[src/rtl/timer_ctrl_if.sv]
// Command/response bus between the CPU (master) and timer_ctrl (slave).
// WORD_BITS sets the data word width and defaults to 16.
`ifndef WORD_BITS
`define WORD_BITS 16
`endif

interface timer_ctrl_if;
    logic                   cmd_valid;
    logic                   cmd_ready;
    logic [1:0]             cmd_op;
    logic [`WORD_BITS-1:0]  cmd_arg;
    logic                   resp_valid;
    logic                   resp_ready;
    logic [`WORD_BITS-1:0]  resp_data;
    logic                   resp_err;

    modport master (
        output cmd_valid, cmd_op, cmd_arg, resp_ready,
        input  cmd_ready, resp_valid, resp_data, resp_err
    );

    modport slave (
        input  cmd_valid, cmd_op, cmd_arg, resp_ready,
        output cmd_ready, resp_valid, resp_data, resp_err
    );
endinterface

[src/rtl/timer_ctrl.sv]
// Timer command controller: TIME reads the ms counter, TIMERST pulses a
// reset to the ms counter, WAIT blocks until a duration has elapsed.
// Optional feature macro: TIMER_CTRL_WAIT_EN compiles in the WAIT op;
// without it op 10 is answered like the reserved op.
`ifndef WORD_BITS
`define WORD_BITS 16
`endif

module timer_ctrl (
    input  logic                  clk,
    input  logic                  reset,
    input  logic [`WORD_BITS-1:0] ms_time,
    output logic                  timer_rst,
    timer_ctrl_if.slave           bus
);
    localparam int W = `WORD_BITS;

`ifdef TIMER_CTRL_WAIT_EN
    typedef enum logic [2:0] {IDLE, RST, RST_SETTLE, WAIT, RESP} state_t;
`else
    typedef enum logic [2:0] {IDLE, RST, RST_SETTLE, RESP} state_t;
`endif

    state_t         state;
    logic           cmd_ready_r;
    logic           resp_valid_r;
    logic [W-1:0]   resp_data_r;
    logic           resp_err_r;
    logic           timer_rst_r;

`ifdef TIMER_CTRL_WAIT_EN
    logic [W-1:0]   start;
    logic [W-1:0]   dur;
    logic [W-1:0]   elapsed;

    // Modular subtraction makes counter wrap and external resets of the
    // ms counter fall out of the arithmetic with no special case.
    assign elapsed = ms_time - start;
`else
    logic           unused_arg;
    assign unused_arg = ^bus.cmd_arg;
`endif

    assign bus.cmd_ready  = cmd_ready_r;
    assign bus.resp_valid = resp_valid_r;
    assign bus.resp_data  = resp_data_r;
    assign bus.resp_err   = resp_err_r;
    assign timer_rst      = timer_rst_r;

    // Control FSM with all outputs registered; reset wins over everything.
    always_ff @(posedge clk) begin
        if (reset) begin
            state        <= IDLE;
            cmd_ready_r  <= 1'b1;
            resp_valid_r <= 1'b0;
            resp_data_r  <= '0;
            resp_err_r   <= 1'b0;
            timer_rst_r  <= 1'b0;
`ifdef TIMER_CTRL_WAIT_EN
            start        <= '0;
            dur          <= '0;
`endif
        end else begin
            case (state)
                IDLE: begin
                    if (bus.cmd_valid && cmd_ready_r) begin
                        cmd_ready_r <= 1'b0;
                        case (bus.cmd_op)
                            2'b00: begin
                                resp_data_r  <= ms_time;
                                resp_err_r   <= 1'b0;
                                resp_valid_r <= 1'b1;
                                state        <= RESP;
                            end
                            2'b01: begin
                                timer_rst_r <= 1'b1;
                                state       <= RST;
                            end
`ifdef TIMER_CTRL_WAIT_EN
                            2'b10: begin
                                start <= ms_time;
                                dur   <= bus.cmd_arg;
                                state <= WAIT;
                            end
`endif
                            default: begin
                                resp_data_r  <= '1;
                                resp_err_r   <= 1'b1;
                                resp_valid_r <= 1'b1;
                                state        <= RESP;
                            end
                        endcase
                    end
                end
                RST: begin
                    timer_rst_r <= 1'b0;
                    state       <= RST_SETTLE;
                end
                RST_SETTLE: begin
                    resp_data_r  <= '0;
                    resp_err_r   <= 1'b0;
                    resp_valid_r <= 1'b1;
                    state        <= RESP;
                end
`ifdef TIMER_CTRL_WAIT_EN
                WAIT: begin
                    if (elapsed >= dur) begin
                        resp_data_r  <= ms_time;
                        resp_err_r   <= 1'b0;
                        resp_valid_r <= 1'b1;
                        state        <= RESP;
                    end
                end
`endif
                RESP: begin
                    // cmd_ready stays low in the consume cycle, so the next
                    // command can be taken one cycle later at the earliest.
                    if (bus.resp_ready) begin
                        resp_valid_r <= 1'b0;
                        cmd_ready_r  <= 1'b1;
                        state        <= IDLE;
                    end
                end
                default: begin
                    state        <= IDLE;
                    cmd_ready_r  <= 1'b1;
                    resp_valid_r <= 1'b0;
                    timer_rst_r  <= 1'b0;
                end
            endcase
        end
    end
endmodule

[src/flat_wrapper.sv]
// flat-port wrapper written by rule: the top's interface ports become plain ports
module timer_ctrl_flat 
  (clk, reset, ms_time, timer_rst, bus_cmd_valid, bus_cmd_op, bus_cmd_arg, bus_resp_ready, bus_cmd_ready, bus_resp_valid, bus_resp_data, bus_resp_err);
  timer_ctrl_if bus_i ();
  input  logic clk;
  input  logic reset;
  input  logic [`WORD_BITS-1:0] ms_time;
  output logic timer_rst;
  input wire logic [$bits(bus_i.cmd_valid)-1:0] bus_cmd_valid;
  input wire logic [$bits(bus_i.cmd_op)-1:0] bus_cmd_op;
  input wire logic [$bits(bus_i.cmd_arg)-1:0] bus_cmd_arg;
  input wire logic [$bits(bus_i.resp_ready)-1:0] bus_resp_ready;
  output wire logic [$bits(bus_i.cmd_ready)-1:0] bus_cmd_ready;
  output wire logic [$bits(bus_i.resp_valid)-1:0] bus_resp_valid;
  output wire logic [$bits(bus_i.resp_data)-1:0] bus_resp_data;
  output wire logic [$bits(bus_i.resp_err)-1:0] bus_resp_err;
  assign bus_i.cmd_valid = bus_cmd_valid;
  assign bus_i.cmd_op = bus_cmd_op;
  assign bus_i.cmd_arg = bus_cmd_arg;
  assign bus_i.resp_ready = bus_resp_ready;
  assign bus_cmd_ready = bus_i.cmd_ready;
  assign bus_resp_valid = bus_i.resp_valid;
  assign bus_resp_data = bus_i.resp_data;
  assign bus_resp_err = bus_i.resp_err;
  timer_ctrl u_core (.clk(clk), .reset(reset), .ms_time(ms_time), .timer_rst(timer_rst), .bus(bus_i));
endmodule
[config.mk]
export PLATFORM = sky130hd
export DESIGN_NAME = timer_ctrl_flat
export DESIGN_NICKNAME = d
export VERILOG_FILES = /design/src/rtl/timer_ctrl_if.sv /design/src/rtl/timer_ctrl.sv /design/src/flat_wrapper.sv
export SDC_FILE = /design/constraint.sdc
export NUM_CORES = 1
export LEC_CHECK = 0
export ABC_AREA = 1
export BUFFER_PORTS_ARGS = -buffer_cell sky130_fd_sc_hd__buf_4
export CAP_MARGIN = 20
export CORE_ASPECT_RATIO = 0.8
export CORE_MARGIN = 2
export CORE_UTILIZATION = 42
export DETAILED_ROUTE_END_ITERATION = 12
export PLACE_DENSITY = 0.72
export SYNTH_ARGS = -nofsm -noshare
export SYNTH_HDL_FRONTEND = slang
export SYNTH_SLANG_ARGS = --single-unit
[constraint.sdc]
create_clock -name clk -period 1.6 [get_ports clk]
set_clock_uncertainty 0.2 [all_clocks]
set_input_delay 0.32 -clock clk [delete_from_list [all_inputs] [get_ports clk]]
set_output_delay 0.32 -clock clk [all_outputs]
set_load 0.02 [all_outputs]
[After elaboration in Yosys (flattened, before gate mapping)]
Cells that the tools add are included.
Storage, ports and cells
  word-level logic and storage cells: 48
  bits in registers: 23
  input port bits: 38
  output and inout port bits: 20
Operators by class
  reduce and logical (&&, ||, !) cells: 11
  mux-type cells: 20
  equality and inequality tests: 8
  bitwise logic cells: 3
Operator list (count)
  $pmux W16 S2: 2
  $mux W16: 1
  $pmux W3 S4: 1
  $reduce_and A3 Y1: 3
  $mux W1: 8
  $eq A3 B2 Y1 const B: 2
  $mux W3: 2
  $ne A2 B2 Y1 const B: 3
  $pmux W1 S2: 3
  $pmux W1 S4: 1
  $reduce_and A4 Y1: 1
  $reduce_or A2 Y1: 2
  $eq A3 B1 Y1 const B: 1
  $logic_not A3 Y1: 1
  $not A1 Y1: 3
  $pmux W1 S3: 1
  $eq A2 B1 Y1 const B: 1
  $logic_not A2 Y1: 1
  $mux W2: 1
  $ne A2 B1 Y1 const B: 1
  $reduce_and A2 Y1: 1
  $reduce_bool A2 Y1: 1
  $logic_and A1 B1 Y1: 1

[Depth between registers and ports, before layout]
Gate-level depths: netlist of the first run.
  word-level depth: 4
  mapped depth: 11

[Least setup slack after synthesis of the first run]
Ideal clock, no wire load.
  path type: register to register
  from: reg u_core.state[0]
  to: reg u_core.resp_data_r[15] (netlist: u_core.bus.resp_data[15])
  path slack: 0.011 ns
  buffers on the path: 2
  cell stages (with the launch flop): 11
  library setup time: 0.114 ns
  period minus slack after synthesis: 1.589 ns
  arrival time: 1.275 ns
  cell sequence: dfxtp_1 -> inv_1 -> ha_1 -> buf_6 -> inv_2 -> nand2_2 -> nand2_4 -> nand2_4 -> buf_6 -> nor2_1 -> nor2_2
On the way
  word-level cells in the longest chain between the ends: 3
  elaborated cells between the ends (all ways): 7
Ends and longest elaborated chain
  start, declared: RTL line timer_ctrl.sv:24  | state_t state;
  start signal, assigned: RTL line timer_ctrl.sv:53  | state <= IDLE;
  start signal, assigned: RTL line timer_ctrl.sv:73  | state <= RESP;
  start signal, assigned: RTL line timer_ctrl.sv:77  | state <= RST;
  $eq A3 B2 Y1 or $logic_not A3 Y1 (tied branches): RTL line timer_ctrl.sv:64  | case (state)
  $reduce_bool A2 Y1 (no line), or another cell as far along
  $reduce_and A3 Y1 (no line)
  end signal, assigned: RTL line timer_ctrl.sv:70  | resp_data_r <= ms_time;
  end, declared: RTL line timer_ctrl.sv:27  | logic [W-1:0] resp_data_r;
Parallel ways exist; a longest one is shown, timed or not.
A chain may end at the register's enable or synchronous reset.

[Final worst setup path of the first run]
  from: reg u_core.state[1]
  to: reg u_core.timer_rst_r (netlist: u_core.timer_rst)
On the way
  word-level cells in the longest chain between the ends: 4
  elaborated cells between the ends (all ways): 9
Ends and longest elaborated chain
  $eq A3 B2 Y1: RTL line timer_ctrl.sv:64
  $reduce_or A2 Y1 (no line)
  $not A1 Y1 (no line)
  $reduce_and A3 Y1 (no line)
  end signal, assigned: RTL line timer_ctrl.sv:58  | timer_rst_r <= 1'b0;
  end signal, assigned: RTL line timer_ctrl.sv:76  | timer_rst_r <= 1'b1;
  end signal, assigned: RTL line timer_ctrl.sv:96  | timer_rst_r <= 1'b0;
  end, declared: RTL line timer_ctrl.sv:29  | logic timer_rst_r;
Parallel ways exist; a longest one is shown, timed or not.

==> impl_metrics.ini, run 1 <==
[placed_design]
dpl.cell_count = 277
hpwl_um = 2052
dp_slack_ps = -49.95
port_buffers = 41
placed_cell_area_mm2 = 0.001655
routabilityCongestion = 0.7651

[die]
dieWidth_um = 65.81
ioPinCount = 58
row_count = 17
dieArea_mm2 = 0.003518
initial_core_util_pct = 45.38
core_area_mm2 = 0.002829
chipHeight_um = 53.45

[finish]
area_growth_pct = 38.89
num_antenna_cells = 0
fin_cells = 283
final_area_mm2 = 0.001783
final_common_cell = buf_4
nets = 289
drive_above_1_share_pct = 35.10
layout_common_cells = 51 x buf_4, 42 x nand2_1, 34 x inv_1

[timing]
drv_slew = 0
hold_viol = 0
setup_tns_ps = 0
clock.fmax_mhz = 659.0
period_share_pct = 94.84
period_minus_slack_ps = 1517
max_slew_margin_pct = 74.06
setup_violations = 0
worst_pin_slew_ps = 388.2
worst_slack_ps = 82.58

[setup_path]
rr_startpoint = u_core.state[1]$_SDFFE_PP0P_
crit_path_max_fanout = 6
cp-end-kind = register
cp-startpoint = u_core.state[1]$_SDFFE_PP0P_
path_common_cell = inv_1
start_kind = register
crit_chain = inv_1 -> ha_4 -> buf_4 -> nor2_2 -> inv_1 -> o21ai_0 -> a21oi_1
worst-r2r-setup-slack_ps = 80
worst-setup-path-type = register to register
reg2regPathDepth = 7
required_ps = 1550
r2r_end = u_core.timer_rst$_SDFFE_PP0P_
arrival_ps = 1470
crit_slowest_cell = dfxtp_1
slowest_delay_ps = 330

[global_routing]
grt_pass1_wl_um = 4512
antenna_found_initial = 0
grt_max_degree = 24
grt_pass1_vias = 1055
grt_usage_pct = 16.77
grt_overflow = 0

[min_path]
min_to = u_core.bus.resp_err$_SDFFE_PP0P_
hold_class = input pin to register
whs_path_depth = 2
min_from = reset

[yosys]
synth_mux_area_share_pct = 0
synthSimpleGateAreaFrac_pct = 34.50
synthXorXnorAreaFrac_pct = 0
ys_seq_area_share_pct = 34.31
synth_adder_area_share_pct = 4.873
synth_compound_area_share_pct = 10.04
synth_top_family_by_area = simple AND/OR/NAND/NOR gates
avgSynthCellArea_um2 = 6.583
synth_cell_types = 22
ys_ff_latch = 22
synthesis.nets = 238
syn_area_mm2 = 0.001284
synthCells = 195
yosys_warnings = 0

[power]
peakVddDrop_mv = 1.110
sequentialPowerShare_pct = 25.6
p_int_mw = 1.975
p_per_area_mw_per_mm2 = 2012
leakage_nw = 0.9589
p_sw_share_pct = 44.94
combPwrFrac_pct = 63.0
p_switching_mw = 1.612
clkPwrFrac_pct = 11.4
power.total_mw = 3.587

[run_status]
outcome = finished, final reports clean

[detailed_routing]
dr.pass1.iters = 5
via_count = 1253
drc = 0
vias_per_cell = 4.428
ant_nets = 0
wirelength_um = 2840
wl_per_cell_um = 10.04
drtIter0Drc = 76

[cts]
clk_path_buf_depth = 2
cts_sinks = 22
cts_tree = done
cts_root_buf = clkbuf_8
insertion_delay_ps = 270
clk_pin_slew_ps = 80
cts_setup_buffers = 0
cts_buffers = 3
htreeDepth = 1

[run]
drv_cap = 0
## kinds of logic (layout without fill, tap and decap cells)
family	Yosys count	after routing
and+or+nand+nor	97	98
buffers and inverters	46	95
adders and majority gates	5	5
AOI/OAI and AO/OA	25	25
DFF	22	22
## layer usage
metal  part of all wire (%)  wire [um]  global-route usage (%)
met5                      0          0                       0
met4                   0.74         21                   4.167
met3                    5.1        145                   4.255
met2                     44       1243                   26.26
met1                     50       1429                   22.92
## state kept, by name, summed over array words and instances (netlist names)
name / count
u_core.timer_rst: 1
u_core.bus.resp_err: 1
u_core.bus.resp_valid: 1
u_core.bus.cmd_ready: 1
u_core.state: 2
u_core.bus.resp_data: 16
## cells in the mapped netlist, drive strengths merged
cell type | number | area share, %
inv | 37 | 11
nand3 | 11 | 5.1
dfxtp | 22 | 34
nand4 | 1 | 0.49
a21oi | 23 | 9.3
clkbuf | 1 | 0.29
nor2 | 31 | 10
o21ai | 2 | 0.78
nand2 | 54 | 19
ha | 5 | 4.9
clkinv | 1 | 0.29
buf | 7 | 4.9
## how the worst max path moves through the flow
stage	slack [ps]	endpoint	depth (start not counted)
5_1_grt	-4	u_core.bus.resp_data[8]$_SDFFE_PP0P_	7
3_3_place_gp	-50	u_core.bus.resp_data[4]$_SDFFE_PP0P_	7
4_1_cts	20	u_core.timer_rst$_SDFFE_PP0P_	7
2_1_floorplan	10	u_core.bus.resp_data[15]$_SDFFE_PP0P_	10
6_report	80	u_core.timer_rst$_SDFFE_PP0P_	7
3_5_place_dp	-50	u_core.bus.resp_data[5]$_SDFFE_PP0P_	7
## critical path: cells and delay by family, from the launching register on
kind,cells,cell delay (ps)
AO/OA/AOI/OAI,2,270
buffers and inverters,3,290
adder cells (fa/ha/maj),1,200
AND/OR/NAND/NOR,1,110
flip-flops,1,330
## final cells by class
cell class                 count  area [um2]
tap                           38       47.55
sequential                    22       441.7
clock buffer                   4       55.05
fill                         278        1046
inverter                      38       142.6
multi-input combinational    128       690.7
timing repair buffer          53       405.4
## per-stage QoR
step	hold WS, ps	utilization (%)
5_1_grt	27.02	63.03
4_1_cts	34.72	60.86
3_5_place_dp	262.7	58.51
6_report	32.78	63.03
3_3_place_gp	245.1	58.51
2_1_floorplan	182.4	-
## repair_timing
item / in CTS / in global routing
hold buffers: 0 / 0
gates cloned: 0 / 2
hold endpoints to repair: 0 / 0
gates resized for setup: 2 / 12
setup endpoints to repair: 13 / 20
pin swaps: 0 / 5
## power by group through the flow
stage | logic, mW | clock network [mW] | registers (mW)
finish | 2.26 | 0.408 | 0.919
global route | 2.51 | 0.442 | 0.949
CTS | 2.08 | 0.411 | 0.917
detailed placement | 2.04 | 0 | 0.930
global placement | 2.01 | 0 | 0.925
floorplan | 1.20 | 0 | 1.19
Power figures use the tool's default switching activity.
==> run 2: changes to the inputs <==
--- a/config.mk
+++ b/config.mk
@@ -8,7 +8,7 @@
 export ABC_AREA = 1
 export BUFFER_PORTS_ARGS = -buffer_cell sky130_fd_sc_hd__buf_4
 export CAP_MARGIN = 20
-export CORE_ASPECT_RATIO = 0.8
+export CORE_ASPECT_RATIO = 1.5
 export CORE_MARGIN = 2
 export CORE_UTILIZATION = 42
 export DETAILED_ROUTE_END_ITERATION = 12
==> impl_metrics.ini, run 2 (synthesis gave the netlist of run 1 again) <==
[run_status]
outcome = finished, final reports clean

[timing]
period_minus_slack_ps = 1527
drv_slew = 0
rsz0062_at_grt = yes
clock.fmax_mhz = 654.7
setup_violations = 0
holdWs_ps = 38.11
hold_viol = 0
period_share_pct = 95.46
max_slew_margin_pct = 85.02
worst_pin_slew_ps = 223.4

[setup_path]
path_delay_family = flip-flops
slowest_delay_ps = 340
arrival_ps = 1490
start_kind = register
crit_chain = inv_1 -> ha_4 -> inv_2 -> nand2_2 -> nand2_4 -> buf_4 -> a21oi_1 -> nor2_1
required_ps = 1560
cp-end-kind = register
path_buf_inv = 3
crit_path_max_fanout = 7
crit_slowest_cell = dfxtp_2
worst-setup-path-type = register to register

[finish]
num_antenna_cells = 0
multi_input_area_um2 = 669.4
fillers = 291
utilization_pct = 59.92
area_growth_pct = 35.96
final_common_cell = buf_4
layout_common_cells = 49 x buf_4, 42 x nand2_1, 34 x inv_1
nets = 285
largest_reg_flops = 16
seqCellArea_um2 = 441.7
drive_above_1_share_pct = 32.78

[detailed_routing]
drtIter0Drc = 23
drc = 0
wirelength_um = 2721
via_count = 1250
vias_per_cell = 4.464
dr.pass1.iters = 4
ant_nets = 0
wl_per_cell_um = 9.718

[cts]
cts_buffers = 3
clk_path_buf_depth = 2
insertion_delay_ps = 260
cts_sinks = 22
clk_pin_slew_ps = 80
cts_tree = done
cts_root_buf = clkbuf_8
htreeDepth = 1

[power]
leakage_nw = 0.9432
power.total_mw = 3.414
peakVddDrop_mv = 0.8944
p_per_area_mw_per_mm2 = 1956

[die]
initial_core_util_pct = 44.07
ioPinCount = 58
row_count = 24
dieWidth_um = 49.14
dieArea_mm2 = 0.003524
core_area_mm2 = 0.002913
chipHeight_um = 71.71

[global_routing]
grt_usage_pct = 16.92
grt_overflow = 0
antenna_found_initial = 0
grt_pass1_vias = 1153
grt_pass1_wl_um = 4685
grt_max_degree = 24

[placed_design]
routabilityCongestion = 0.8160
port_buffers = 41
hpwl_um = 1996

[run]
drv_cap = 0

[min_path]
hold_class = input pin to register
-- run 2: layout make-up --
cell class	count	area share, %
Tap cell	39	2.796
Inverter	38	8.172
Sequential cell	22	25.30
Multi-Input combinational cell	127	38.35
Clock buffer	4	3.154
Timing Repair Buffer	50	22.22
-- run 2: path summary, 6_finish.rpt --
path | from | to | slack (ps) | cells past startpoint
setup reg to reg | u_core.state[1]$_SDFFE_PP0P_ | u_core.bus.resp_data[3]$_SDFFE_PP0P_ | 70 | 8
hold / removal | reset | u_core.bus.resp_err$_SDFFE_PP0P_ | 40 | 2
hold reg to reg | u_core.timer_rst$_SDFFE_PP0P_ | u_core.timer_rst$_SDFFE_PP0P_ | 250 | 2
setup / recovery | u_core.state[1]$_SDFFE_PP0P_ | u_core.bus.resp_data[3]$_SDFFE_PP0P_ | 70 | 8
-- run 2: metal layers --
| layer | vias up | GRT usage, % | wire [um] |
|---|---|---|---|
| met1 | 540 | 18.54 | 1141 |
| met3 | 7 | 2.292 | 119 |
| met5 | - | 0 | 0 |
| li1 | 675 | - | - |
| met2 | 28 | 30.48 | 1386 |
| met4 | 0 | 10.16 | 74 |
-- run 2: where the power goes --
part           internal [mW]  switching (mW)
clock                  0.219           0.177
combinational          0.870            1.22
sequential             0.791           0.136
-- run 2: what timing repair did --
item | CTS | global route
setup endpoints to repair | 21 | 21
gates resized for setup | 3 | 6
buffers inserted | 0 | 0
hold buffers | 0 | 0
-- run 2: stage by stage --
step,std cells,worst slack (ps),setup TNS (ps),instance area (um2)
floorplan,195,11.08,0,1284
global placement,276,-39.40,-246.4,1654
detailed placement,276,-83.94,-749.4,1654
CTS,280,10.89,0,1728
global route,280,-10.57,-26.48,1745
finish,280,72.69,0,1745
==> run 3: changes to the inputs <==
--- a/config.mk
+++ b/config.mk
@@ -6,12 +6,13 @@
 export NUM_CORES = 1
 export LEC_CHECK = 0
 export ABC_AREA = 1
-export BUFFER_PORTS_ARGS = -buffer_cell sky130_fd_sc_hd__buf_4
+export BUFFER_PORTS_ARGS = -buffer_cell sky130_fd_sc_hd__buf_2
 export CAP_MARGIN = 20
 export CORE_ASPECT_RATIO = 1.5
 export CORE_MARGIN = 2
 export CORE_UTILIZATION = 42
 export DETAILED_ROUTE_END_ITERATION = 12
+export MAX_ROUTING_LAYER = met4
 export PLACE_DENSITY = 0.72
 export SYNTH_ARGS = -nofsm -noshare
 export SYNTH_HDL_FRONTEND = slang
==> impl_metrics.ini, run 3 (synthesis gave the netlist of run 1 again) <==
[cts]
cts_hold_buf = 0
clk_path_buf_depth = 2
cts_buffers = 3
cts_root_buf = clkbuf_8
cts_setup_buffers = 0
insertion_delay_ps = 260
clk_pin_slew_ps = 80
cts_sinks = 22
htreeDepth = 1
cts_tree = done

[placed_design]
routabilityCongestion = 0.8313
hpwl_um = 1964
dp_slack_ps = -16.68
port_buffers = 41
dpl.cell_count = 275

[setup_path]
worst-setup-path-type = register to register
crit_chain = inv_1 -> ha_4 -> buf_4 -> a21oi_1 -> nand3_1 -> a21oi_1
start_kind = register
reg2regPathDepth = 6
crit_slowest_cell = dfxtp_1
slowest_delay_ps = 340
required_ps = 1600
path_common_cell = a21oi_1
arrival_ps = 1480
critical_path_depth = 6
path_delay_family = compound AO/OA/AOI/OAI gates
cp-end-kind = register
crit_path_max_fanout = 5
path_buf_inv = 2

[timing]
period_minus_slack_ps = 1483
setup_violations = 0
max_slew_margin_pct = 72.11
clock.fmax_mhz = 674.5
worst_pin_slew_ps = 417.3
hold_viol = 0
period_share_pct = 92.66
setup_tns_ps = 0
drv_slew = 0
worst_slack_ps = 117.5

[finish]
layout_common_cells = 42 x nand2_1, 41 x buf_2, 34 x inv_1
nets = 284
drive_above_1_share_pct = 31.38
fin_cells = 278
area_growth_pct = 25.93
largest_reg_flops = 16
num_antenna_cells = 0
fillers = 312
utilization_pct = 55.50
final_common_cell = nand2_1

[run]
drv_cap = 0

[detailed_routing]
drtIter0Drc = 21
via_count = 1216
vias_per_cell = 4.374
m1WireLength_um = 1125
drc = 0
highest_layer = met4
wirelength_um = 2641
dr_wl_met3_um = 120
wl_per_cell_um = 9.500
ant_nets = 0
wl_met2_um = 1355
dr.pass1.iters = 6

[global_routing]
antenna_found_initial = 0
grt_pass1_wl_um = 4698
grt_overflow = 0
grt_max_degree = 24
grt_pass1_vias = 1149
grt_usage_pct = 17.26

[die]
chipHeight_um = 71.71
row_count = 24
core_area_mm2 = 0.002913
initial_core_util_pct = 44.07
ioPinCount = 58
dieWidth_um = 49.14
dieArea_mm2 = 0.003524

[power]
peakVddDrop_mv = 0.9227
power.total_mw = 3.240
p_per_area_mw_per_mm2 = 2004
leakage_nw = 0.9066

[min_path]
hold_class = input pin to register
whs_path_depth = 2

[run_status]
outcome = finished, final reports clean
-- run 3: cell types whose count changed in the layout (fill, tap and decap cells not counted), sizes merged --
cell	delta
clkbuf	-1
buf	-1
-- run 3: what timing repair did --
action / 4_1_cts / 5_1_grt
endpoints found under the setup margin: 12 / 22
cloned: 0 / 0
gates resized for setup: 2 / 5
-- run 3: power by group --
group / total (mW) / switching (mW) / internal, mW
logic: 1.98 / 1.21 / 0.773
registers: 0.904 / 0.117 / 0.787
clock network: 0.351 / 0.182 / 0.168
total: 3.24 / 1.51 / 1.73
-- run 3: area by class of cell --
type / count / area (um2) / area share [%]
well taps: 39 / 48.80 / 3.019
clock buffers: 3 / 41.29 / 2.554
flip-flops and latches: 22 / 440.4 / 27.24
multi-input cells: 127 / 665.6 / 41.18
inverters: 38 / 142.6 / 8.824
repair buffers: 49 / 277.8 / 17.18
-- run 3: path summary, 6_finish.rpt --
check | startpoint | slack [ps] | to
worst max register to register | u_core.state[1]$_SDFFE_PP0P_ | 120 | u_core.timer_rst$_SDFFE_PP0P_
worst max-delay path | u_core.state[1]$_SDFFE_PP0P_ | 120 | u_core.timer_rst$_SDFFE_PP0P_
worst min register to register | u_core.timer_rst$_SDFFE_PP0P_ | 240 | u_core.timer_rst$_SDFFE_PP0P_
worst min-delay path | reset | 70 | u_core.bus.resp_err$_SDFFE_PP0P_
-- run 3: layer usage --
metal,vias to the layer above,track usage [%]
li1,672,-
met4,0,7.619
met2,34,30.03
met5,-,-
met1,506,19.77
met3,4,1.875
-- run 3: per-stage QoR --
step                hold slack (ps)  instance area (um2)
floorplan                     182.4                 1284
global placement              230.6                 1544
detailed placement            235.5                 1544
CTS                           70.32                 1597
global route                  66.43                 1617
finish                        67.27                 1617
